File: src/rtl/snake_pkg.sv
// Shared types and constants for the snake game controller: directions, FSM states,
// play-area limits, segment coordinates and overlay pixel codes.
package snake_pkg;

  localparam int COORD_W = 11;

  typedef logic [COORD_W-1:0] coord_t;
  typedef logic [COORD_W:0]   coord_ext_t;

  typedef struct packed {
    coord_t x;
    coord_t y;
  } seg_t;

  typedef enum logic [1:0] {
    DIR_RIGHT = 2'b00,
    DIR_LEFT  = 2'b01,
    DIR_UP    = 2'b10,
    DIR_DOWN  = 2'b11
  } dir_t;

  typedef enum logic [2:0] {
    ST_IDLE  = 3'd0,
    ST_RUN   = 3'd1,
    ST_MOVE  = 3'd2,
    ST_CHECK = 3'd3,
    ST_OVER  = 3'd4,
    ST_WON   = 3'd5
  } state_t;

  localparam coord_ext_t WORLD_X_MIN = 12'd212;
  localparam coord_ext_t WORLD_X_MAX = 12'd468;
  localparam coord_ext_t WORLD_Y_MIN = 12'd112;
  localparam coord_ext_t WORLD_Y_MAX = 12'd368;

  localparam logic [1:0] PIX_NONE = 2'b00;
  localparam logic [1:0] PIX_BODY = 2'b01;
  localparam logic [1:0] PIX_HEAD = 2'b11;

  // Opposite directions differ only in bit 0 (right/left, up/down).
  function automatic logic is_opposite(dir_t a, dir_t b);
    return (a ^ b) == 2'b01;
  endfunction

endpackage

File: src/rtl/snake_seg_hit.sv
// Combinational per-pixel hit test of the current VGA pixel against the snake's
// head cell and every live segment cell.
module snake_seg_hit
  import snake_pkg::*;
#(
  parameter int CELL    = 8,
  parameter int MAX_LEN = 40
) (
  input  logic [COORD_W-1:0]         pixel_row,
  input  logic [COORD_W-1:0]         pixel_col,
  input  logic [MAX_LEN*COORD_W-1:0] seg_x,
  input  logic [MAX_LEN*COORD_W-1:0] seg_y,
  input  logic [7:0]                 length,
  output logic                       body_hit,
  output logic                       head_hit
);

  // Widened by one bit so lo+CELL-1 cannot wrap near the coordinate limit.
  function automatic logic in_span(coord_t p, coord_t lo);
    coord_ext_t pe;
    coord_ext_t le;
    pe = {1'b0, p};
    le = {1'b0, lo};
    return (pe >= le) && (pe <= le + coord_ext_t'(CELL - 1));
  endfunction

  always_comb begin
    head_hit = in_span(pixel_col, seg_x[COORD_W-1:0]) &&
               in_span(pixel_row, seg_y[COORD_W-1:0]);
    body_hit = 1'b0;
    for (int i = 0; i < MAX_LEN; i++) begin
      if ((8'(i) < length) &&
          in_span(pixel_col, seg_x[i*COORD_W +: COORD_W]) &&
          in_span(pixel_row, seg_y[i*COORD_W +: COORD_W]))
        body_hit = 1'b1;
    end
  end

endmodule

File: src/rtl/snake_body_ctrl.sv
// Snake movement, collision detection (wall > self > food) and per-pixel overlay
// for the VGA mixer; drives the food generator's eat/length/stop inputs.
module snake_body_ctrl
  import snake_pkg::*;
#(
  parameter int CELL     = 8,
  parameter int MAX_LEN  = 40,
  parameter int INIT_LEN = 3,
  parameter int MOVE_DIV = 4,
  parameter int HEAD_X0  = 340,
  parameter int HEAD_Y0  = 240
) (
  input  logic        Clock,
  input  logic        Reset,
  input  logic        iTick,
  input  logic        iStart,
  input  logic        iDirValid,
  input  logic [1:0]  iDir,
  input  logic [10:0] iFoodX,
  input  logic [10:0] iFoodY,
  input  logic [10:0] iPixelRow,
  input  logic [10:0] iPixelCol,
  output logic        oEat,
  output logic [7:0]  oSnakeLength,
  output logic        oCtrlOff,
  output logic        oWon,
  output logic [10:0] oHeadX,
  output logic [10:0] oHeadY,
  output logic [1:0]  oSnakePixel
);

  state_t     state, state_nxt;
  seg_t       seg [MAX_LEN];
  dir_t       dir, dir_pend;
  logic [7:0] tick_cnt;
  logic [7:0] len, len_grow;
  logic       eat;
  seg_t       head, head_nxt;
  coord_ext_t hx_lo, hx_hi, hy_lo, hy_hi, fx, fy;
  logic       wall_hit, self_hit, food_hit, move_due, ended;
  logic       body_hit_p0, head_hit_p0;
  logic [MAX_LEN*COORD_W-1:0] seg_x_flat, seg_y_flat;

  function automatic seg_t init_seg(int i);
    int   k;
    seg_t s;
    k   = (i < INIT_LEN) ? i : INIT_LEN - 1;
    s.x = coord_t'(HEAD_X0 - k * CELL);
    s.y = coord_t'(HEAD_Y0);
    return s;
  endfunction

  function automatic logic [7:0] sat_inc_len(logic [7:0] l);
    return (l >= 8'(MAX_LEN)) ? 8'(MAX_LEN) : l + 8'd1;
  endfunction

  function automatic seg_t step_head(seg_t h, dir_t d);
    seg_t n;
    n = h;
    case (d)
      DIR_RIGHT: n.x = h.x + coord_t'(CELL);
      DIR_LEFT:  n.x = h.x - coord_t'(CELL);
      DIR_UP:    n.y = h.y - coord_t'(CELL);
      default:   n.y = h.y + coord_t'(CELL);
    endcase
    return n;
  endfunction

  assign head     = seg[0];
  assign head_nxt = step_head(head, dir_pend);
  assign len_grow = sat_inc_len(len);
  assign move_due = (state == ST_RUN) && iTick && (tick_cnt == 8'(MOVE_DIV - 1));
  assign ended    = (state == ST_OVER) || (state == ST_WON);

  always_comb begin
    hx_lo    = {1'b0, head.x};
    hx_hi    = hx_lo + coord_ext_t'(CELL - 1);
    hy_lo    = {1'b0, head.y};
    hy_hi    = hy_lo + coord_ext_t'(CELL - 1);
    fx       = {1'b0, iFoodX};
    fy       = {1'b0, iFoodY};
    wall_hit = (hx_lo < WORLD_X_MIN) || (hx_hi > WORLD_X_MAX) ||
               (hy_lo < WORLD_Y_MIN) || (hy_hi > WORLD_Y_MAX);
    food_hit = (fx >= hx_lo) && (fx <= hx_hi) && (fy >= hy_lo) && (fy <= hy_hi);
    self_hit = 1'b0;
    for (int i = 1; i < MAX_LEN; i++) begin
      if ((8'(i) < len) && (seg[i] == head))
        self_hit = 1'b1;
    end
  end

  always_comb begin
    state_nxt = state;
    case (state)
      ST_IDLE:  if (iStart) state_nxt = ST_RUN;
      ST_RUN:   if (move_due) state_nxt = ST_MOVE;
      ST_MOVE:  state_nxt = ST_CHECK;
      ST_CHECK: begin
        if (wall_hit || self_hit)
          state_nxt = ST_OVER;
        else if (food_hit && (len_grow == 8'(MAX_LEN)))
          state_nxt = ST_WON;
        else
          state_nxt = ST_RUN;
      end
      ST_OVER:  state_nxt = ST_OVER;
      ST_WON:   state_nxt = ST_WON;
      default:  state_nxt = ST_IDLE;
    endcase
  end

  always_ff @(posedge Clock) begin
    if (!Reset) state <= ST_IDLE;
    else        state <= state_nxt;
  end

  always_ff @(posedge Clock) begin
    if (!Reset) begin
      for (int i = 0; i < MAX_LEN; i++) seg[i] <= init_seg(i);
      dir      <= DIR_RIGHT;
      dir_pend <= DIR_RIGHT;
      tick_cnt <= 8'd0;
      len      <= 8'(INIT_LEN);
      eat      <= 1'b0;
    end else begin
      eat <= 1'b0;
      // A turn is judged against the committed direction, not the pending one.
      if (iDirValid && !ended && !is_opposite(dir_t'(iDir), dir))
        dir_pend <= dir_t'(iDir);
      if (state == ST_RUN && iTick)
        tick_cnt <= move_due ? 8'd0 : tick_cnt + 8'd1;
      if (state == ST_MOVE) begin
        dir <= dir_pend;
        for (int i = MAX_LEN - 1; i > 0; i--) seg[i] <= seg[i-1];
        seg[0] <= head_nxt;
      end
      // The shift already kept the old tail one slot past the length, so growing
      // only needs the length bump.
      if (state == ST_CHECK && !wall_hit && !self_hit && food_hit) begin
        eat <= 1'b1;
        len <= len_grow;
      end
    end
  end

  always_comb begin
    seg_x_flat = '0;
    seg_y_flat = '0;
    for (int i = 0; i < MAX_LEN; i++) begin
      seg_x_flat[i*COORD_W +: COORD_W] = seg[i].x;
      seg_y_flat[i*COORD_W +: COORD_W] = seg[i].y;
    end
  end

  snake_seg_hit #(
    .CELL    (CELL),
    .MAX_LEN (MAX_LEN)
  ) u_seg_hit (
    .pixel_row (iPixelRow),
    .pixel_col (iPixelCol),
    .seg_x     (seg_x_flat),
    .seg_y     (seg_y_flat),
    .length    (len),
    .body_hit  (body_hit_p0),
    .head_hit  (head_hit_p0)
  );

  // p0 -> p1: overlay code registered one cycle after the pixel position.
  always_ff @(posedge Clock) begin
    if (!Reset)           oSnakePixel <= PIX_NONE;
    else if (head_hit_p0) oSnakePixel <= PIX_HEAD;
    else if (body_hit_p0) oSnakePixel <= PIX_BODY;
    else                  oSnakePixel <= PIX_NONE;
  end

  assign oEat         = eat;
  assign oSnakeLength = len;
  assign oCtrlOff     = ended;
  assign oWon         = (state == ST_WON);
  assign oHeadX       = seg[0].x;
  assign oHeadY       = seg[0].y;

endmodule

File: config.mk
export PLATFORM = sky130hd
export DESIGN_NAME = snake_body_ctrl
export DESIGN_NICKNAME = d
export VERILOG_FILES = /design/src/rtl/snake_pkg.sv /design/src/rtl/snake_seg_hit.sv /design/src/rtl/snake_body_ctrl.sv
export SDC_FILE = /design/constraint.sdc
export NUM_CORES = 2
export LEC_CHECK = 0
export CAP_MARGIN = 20
export CORE_MARGIN = 2
export CORE_UTILIZATION = 30
export CTS_CLUSTER_DIAMETER = 200
export CTS_CLUSTER_SIZE = 20
export DETAILED_ROUTE_END_ITERATION = 10
export PLACE_DENSITY = 0.45
export SYNTH_ARGS = -nofsm -noshare
export SYNTH_HDL_FRONTEND = slang
export SYNTH_HIERARCHICAL = 1
export SYNTH_SLANG_ARGS = --single-unit
File: constraint.sdc
create_clock -name Clock -period 36.2 [get_ports Clock]
set_input_delay 7.24 -clock Clock [delete_from_list [all_inputs] [get_ports Clock]]
set_output_delay 7.24 -clock Clock [all_outputs]
set_load 0.005 [all_outputs]
# After elaboration in Yosys (flattened, before gate mapping)
# Memories as Yosys holds them, arrays and structs flattened.
# Cells that the tools add are included.
op_classes:
  n_div: 0
  n_eq_ne: 51
  shift: 0
  n_bitwise: 41
  n_mux: 135
  addsub: 86
  reduce_logical: 224
  n_mul: 0
  magnitude_cmp: 209
op_table:
  columns: ["operator", "n"]
  rows:
  - ["$le A11 B12 Y1", 82]
  - ["$add A11 B3 Y12 const B", 80]
  - ["$ge A11 B11 Y1", 82]
  - ["$mux W22", 40]
  - ["$eq A22 B22 Y1", 39]
  - ["$logic_and A1 B1 Y1", 211]
  - ["$lt A5 B8 Y1 const A", 16]
  - ["$mux W1", 85]
  - ["$lt A4 B8 Y1 const A", 8]
  - ["$lt A6 B8 Y1 const A", 8]
  - ["$pmux W11 S2", 2]
  - ["$or A1 B1 Y1", 40]
  - ["$lt A3 B8 Y1 const A", 4]
  - ["$gt A12 B9 Y1 const B", 2]
  - ["$add A11 B4 Y11 const B", 2]
  - ["$sub A11 B4 Y11 const B", 2]
  - ["$pmux W3 S6", 1]
  - ["$add A8 B1 Y8 const B", 2]
  - ["$lt A1 B8 Y1 const A", 2]
  - ["$lt A2 B8 Y1 const A", 2]
  - ["$mux W8", 2]
  - ["$mux W3", 4]
  - ["$lt A11 B7 Y1 const B", 1]
  - ["$lt A11 B8 Y1 const B", 1]
  - ["17 further kinds", 28]
word_totals:
  ramBits: 880
  mem_bits_ro: 0
  input_bits: 51
  memories: 1
  regBits: 26
  latchBits: 0
  output_inout_bits: 35
memory_table:
  columns: ["name", "words", "width", "rd", "rd_clocked_by_memory_dff", "wr", "line", "text"]
  rows:
  - ["seg", 40, 22, 40, 0, 40, "snake_body_ctrl.sv:33", "seg_t seg [MAX_LEN];"]

# Logic depth before layout (Yosys ltp)
# An unclocked memory read counts as a cell.
depth:
  word_depth: 48
  mapped_depth: 19
  mapped_depth_nobuf: 19

# Hierarchy
# Netlist, hierarchy kept.
modules_own_cells:
  columns: ["module", "instances", "area_per_inst_um2", "cells_per_inst"]
  rows:
  - ["snake_seg_hit", 1, 53224.8, 7094]
  - ["snake_body_ctrl", 1, 34216.6, 2774]

# Least setup slack after synthesis
# OpenSTA, ideal clock, no wires.
synth_path:
  path_kind: "input to register"
  start: "in Reset"
  end: "mem seg[0][102] in the netlist's numbering (enable)"
  required_time_ps: 31806
  t_arrival_ps: 17807
  cell_stages: 3
  path_buffers: 2
  slack_ps: 13999
  path_cell_list: "clkbuf_1 clkbuf_1 nand2_1"
synth_lines:
  columns: ["item", "line", "text"]
  rows:
  - ["from (decl)", "snake_body_ctrl.sv:14", "input logic Reset,"]
  - ["to (decl)", "snake_body_ctrl.sv:33", null]

# Worst setup path in the final report
layout_path:
  start: "in iPixelRow[10]"
  end: "reg oSnakePixel[0]"
layout_between:
  elab_chain_cells: 45
  elab_cells_between_ends: 203
  cone_classes: "order compare: 80; mux: 42; reduce/logical: 81"
layout_lines:
  columns: ["item", "line", "text"]
  rows:
  - ["from (decl)", "snake_body_ctrl.sv:21", "input logic [10:0] iPixelRow,"]
  - ["$le A11 B12 Y1 or $ge A11 B11 Y1 (tied branches)", "snake_seg_hit.sv:24", "return (pe >= le) && (pe <= le + coord_ext_t'(CELL - 1));"]
  - ["$logic_and A1 B1 Y1", "snake_seg_hit.sv:24", null]
  - ["$logic_and A1 B1 Y1", "snake_seg_hit.sv:33", "in_span(pixel_col, seg_x[i*COORD_W +: COORD_W]) &&"]
  - ["$mux W1 (39 in series)", "snake_seg_hit.sv:32", "if ((8'(i) < length) &&"]
  - ["$mux W1 *", "snake_seg_hit.sv:32", null]
  - ["net body_hit_p0", "snake_body_ctrl.sv:41", "logic body_hit_p0, head_hit_p0;"]
  - ["$mux W1 *", "snake_body_ctrl.sv:172", "else if (body_hit_p0) oSnakePixel <= PIX_BODY;"]
  - ["$mux W2 *", "snake_body_ctrl.sv:171", "else if (head_hit_p0) oSnakePixel <= PIX_HEAD;"]
  - ["to (signal assigned)", "snake_body_ctrl.sv:171", null]
  - ["to (signal assigned)", "snake_body_ctrl.sv:172", null]
  - ["to (signal assigned)", "snake_body_ctrl.sv:173", "else oSnakePixel <= PIX_NONE;"]
  - ["to (decl)", "snake_body_ctrl.sv:29", "output logic [1:0] oSnakePixel"]
# Mark *: on every way through the listed nets, which the timed path passes. The rest lies on a longest branch.
# A chain may end at the register's enable or synchronous reset.

==> flow_summary.yaml <==
routing:
  vias: 78322
  ant_nets: 0
  highest_layer: "met5"
  viasPerCell: 5.42
  wirelength_mm: 379
  dr_wl_met2_mm: 174
  dr.pass1.iters: 8
  wl_per_cell_um: 26.2
  drc: 0
  wl_met3_mm: 20.8
  dr.first_iter.drc_count: 6212
  wl_met1_mm: 168
critical_path:
  cp-end-kind: "register"
  arrival_ns: 12.23
  reg2reg_from: "seg[0][18]$_SDFFCE_PN0P_"
  path_max_fanout: 36
  critPathLaunch: "iPixelRow[10]"
  crit_required_ns: 36.76
  crit_type: "input pin to register"
  startpoint_type: "input pin"
place:
  dpl-instance-area_um2: 95700
  routabilityCongestion: 0.930
  numPortBuffers: 79
  dp_slack_ns: 23.85
  dp_hpwl_mm: 278
sta:
  finalCritPeriodShare_pct: 32.2
  tns_ns: 0
  worstMarginPinSlew_ns: 1.16
  setup_viol: 0
  slew_viol_final: 0
  finalHoldViolCount: 0
  slew_headroom_pct: 22.0
  min_period_ns: 11.67
  setup_ws_ns: 24.53
  fin_skew_ns: 0.0396
  timing.fmax_mhz: 85.7
  rsz0062_at_grt: "no"
die:
  dieArea_um2: 296000
  top_level_ports: 86
  rows: 198
  core_um2: 291000
  start_util_pct: 30.1
  die_y_um: 544
  die_w_um: 544
synth:
  syn_area_per_cell_um2: 8.86
  synth_mux_area_share_pct: 0.0701
  synthXorXnorAreaFrac_pct: 13.6
  synthArstFlopShare_pct: 0
  ys_warn_count: 6
  synth-seq-cells: 666
  synth_top_family_by_area: "adder cells"
  ys.flop_type: "edfxtp_1"
  syn_area_um2: 87400
  yosysUniqueCellTypes: 89
  ys_seq_area_share_pct: 22.6
  synthAdderAreaFrac_pct: 27.0
  synth-simple-area-share_pct: 19.2
  synthCells: 9868
  synth-compound-area-share_pct: 12.1
  synth-edff-count: 640
clock_tree:
  cts_tree: "yes"
  cts_htree_levels: 2
  cts_buffer_depth: 3
  clkSinkCount: 666
  cts_buffers: 39
  post-cts-setup-buffer-count: 0
  clkTransAtPathRegs_ns: 0.10
  cts_root_buf: "clkbuf_16"
  hold_buffers: 0
  post_cts_resized: 0
  clk_latency_ns: 0.72
status:
  status: "finished, final reports clean"
grt:
  track_usage_pct: 25.0
  grt_pass1_vias: 77769
  antenna_found_initial: 30
  grt_pass1_wl_mm: 544
  grt_max_degree: 211
  grt-ovfl-total: 0
power:
  vdd_ir_drop_max_mv: 0.0310
  p_leak_nw: 43.3
  powerDensity_nw_per_um2: 25.3
min_path:
  min_path_type: "register to register"
  min_from: "tick_cnt[7]$_SDFFE_PN0P_"
layout:
  area_delta_synth_final_pct: 10.8
  nNetsFinal: 12454
  drive_above_1_share_pct: 2.86
  fin_area_um2: 96900
  n_fill_cell: 30147
  final_cell_mix: "ha_1 (1881), inv_1 (956), xnor2_1 (863)"
  mostFrequentLayoutCell: "ha_1"
job:
  drv_cap: 0
-- worst max-delay path, cell delays in order --
cell     delay [ns]
buf_6          0.43
buf_4          0.72
buf_4          0.52
ha_1           0.32
o22ai_1        0.56
a211o_1        0.33
a221o_1        0.15
nor4_1         0.05
buf_4          0.18
a31oi_1        0.66
nand4_1        0.31
or3_1          0.41
nor2_1         0.13
nor2_1         0.06
-- stage by stage --
| stage | utilization (%) | hold slack, ns | total power, W | instances |
|---|---|---|---|---|
| finish | 33.4 | 0.491 | 0.00245 | 14458 |
| floorplan | - | 0.453 | 0.00161 | 10496 |
| detailed placement | 32.9 | 0.484 | 0.00190 | 14375 |
| CTS | 33.3 | 0.501 | 0.00243 | 14439 |
| global placement | 32.9 | 0.475 | 0.00188 | 14366 |
| global route | 33.3 | 0.531 | 0.00259 | 14446 |
-- path summary, 6_finish.rpt --
path	to	depth (start not counted)	slack, ns
setup / recovery	oSnakePixel[0]$_SDFF_PN0_	14	24.53
hold / removal	tick_cnt[7]$_SDFFE_PN0P_	2	0.49
setup reg to reg	oSnakePixel[0]$_SDFF_PN0_	16	30.21
hold reg to reg	tick_cnt[7]$_SDFFE_PN0P_	2	0.49
-- layout make-up --
class | count | area, um2 | area share [%]
tap | 3900 | 4880 | 5.03
sequential | 666 | 19700 | 20.4
inverter | 959 | 3610 | 3.73
clock buffer | 63 | 1110 | 1.14
clock inverter | 1 | 16.3 | 0.0168
multi-input combinational | 8610 | 65400 | 67.4
timing repair buffer | 244 | 2150 | 2.22
antenna | 15 | 37.5 | 0.0387
-- power breakdown --
part / leakage (nW) / internal (W) / switching (W) / total [W]
Clock: 0.539 / 0.000213 / 0.000325 / 0.000538
Combinational: 36.7 / 0.000359 / 0.000576 / 0.000935
Sequential: 5.99 / 0.000891 / 0.0000836 / 0.000974
-- kinds of logic after synthesis --
logic type | count (synthesis)
and+or+nand+nor | 3112
AOI/OAI and AO/OA | 1623
other | 2
xor gates and xnor gates | 1356
buffers and inverters | 1220
adders and majority gates | 1883
DFF | 666
muxes | 6
-- cell usage after synthesis, types with 12 or more instances --
master,instances,share of area [%]
a2111oi_0,56,0.56
a211o_1,33,0.33
a211oi_1,101,0.87
a21boi_0,19,0.16
a21o_1,118,1.0
a21oi_1,427,2.4
a221oi_1,12,0.12
a311oi_1,13,0.13
a31oi_1,67,0.48
and3_1,423,3.0
and4_1,25,0.25
buf_2,71,0.41
buf_4,37,0.32
clkbuf_1,148,0.64
dfxtp_1,26,0.60
edfxtp_1,640,22
ha_1,1881,27
inv_1,959,4.1
nand2_1,538,2.3
nand2b_1,126,0.90
nand3_1,262,1.5
nand4_1,377,2.7
nor2_1,398,1.7
nor2b_1,108,0.77
nor3_1,261,1.5
nor4_1,222,1.6
o2111ai_1,34,0.34
o211ai_1,113,0.97
o21a_1,104,0.89
o21ai_0,334,1.9
o21bai_1,15,0.13
o221ai_1,19,0.19
o22ai_1,24,0.17
o31ai_1,21,0.18
o32ai_1,19,0.19
or2_2,24,0.17
or3_1,272,1.9
or4_1,27,0.23
xnor2_1,863,8.6
xor2_1,493,4.9
-- registers in the layout, indices dropped and copies added (netlist names) --
register	flops
dir	2
dir_pend	2
seg	640
state	3
tick_cnt	8
oSnakeLength	8
oEat	1
oSnakePixel	2
-- routing by layer --
layer / vias up / global-route usage (%)
li1: 36860 / -
met1: 38599 / 32.8
met2: 2330 / 41.6
met3: 527 / 3.10
met4: 6 / 9.43
met5: - / 0
Power figures use the tool's default switching activity.
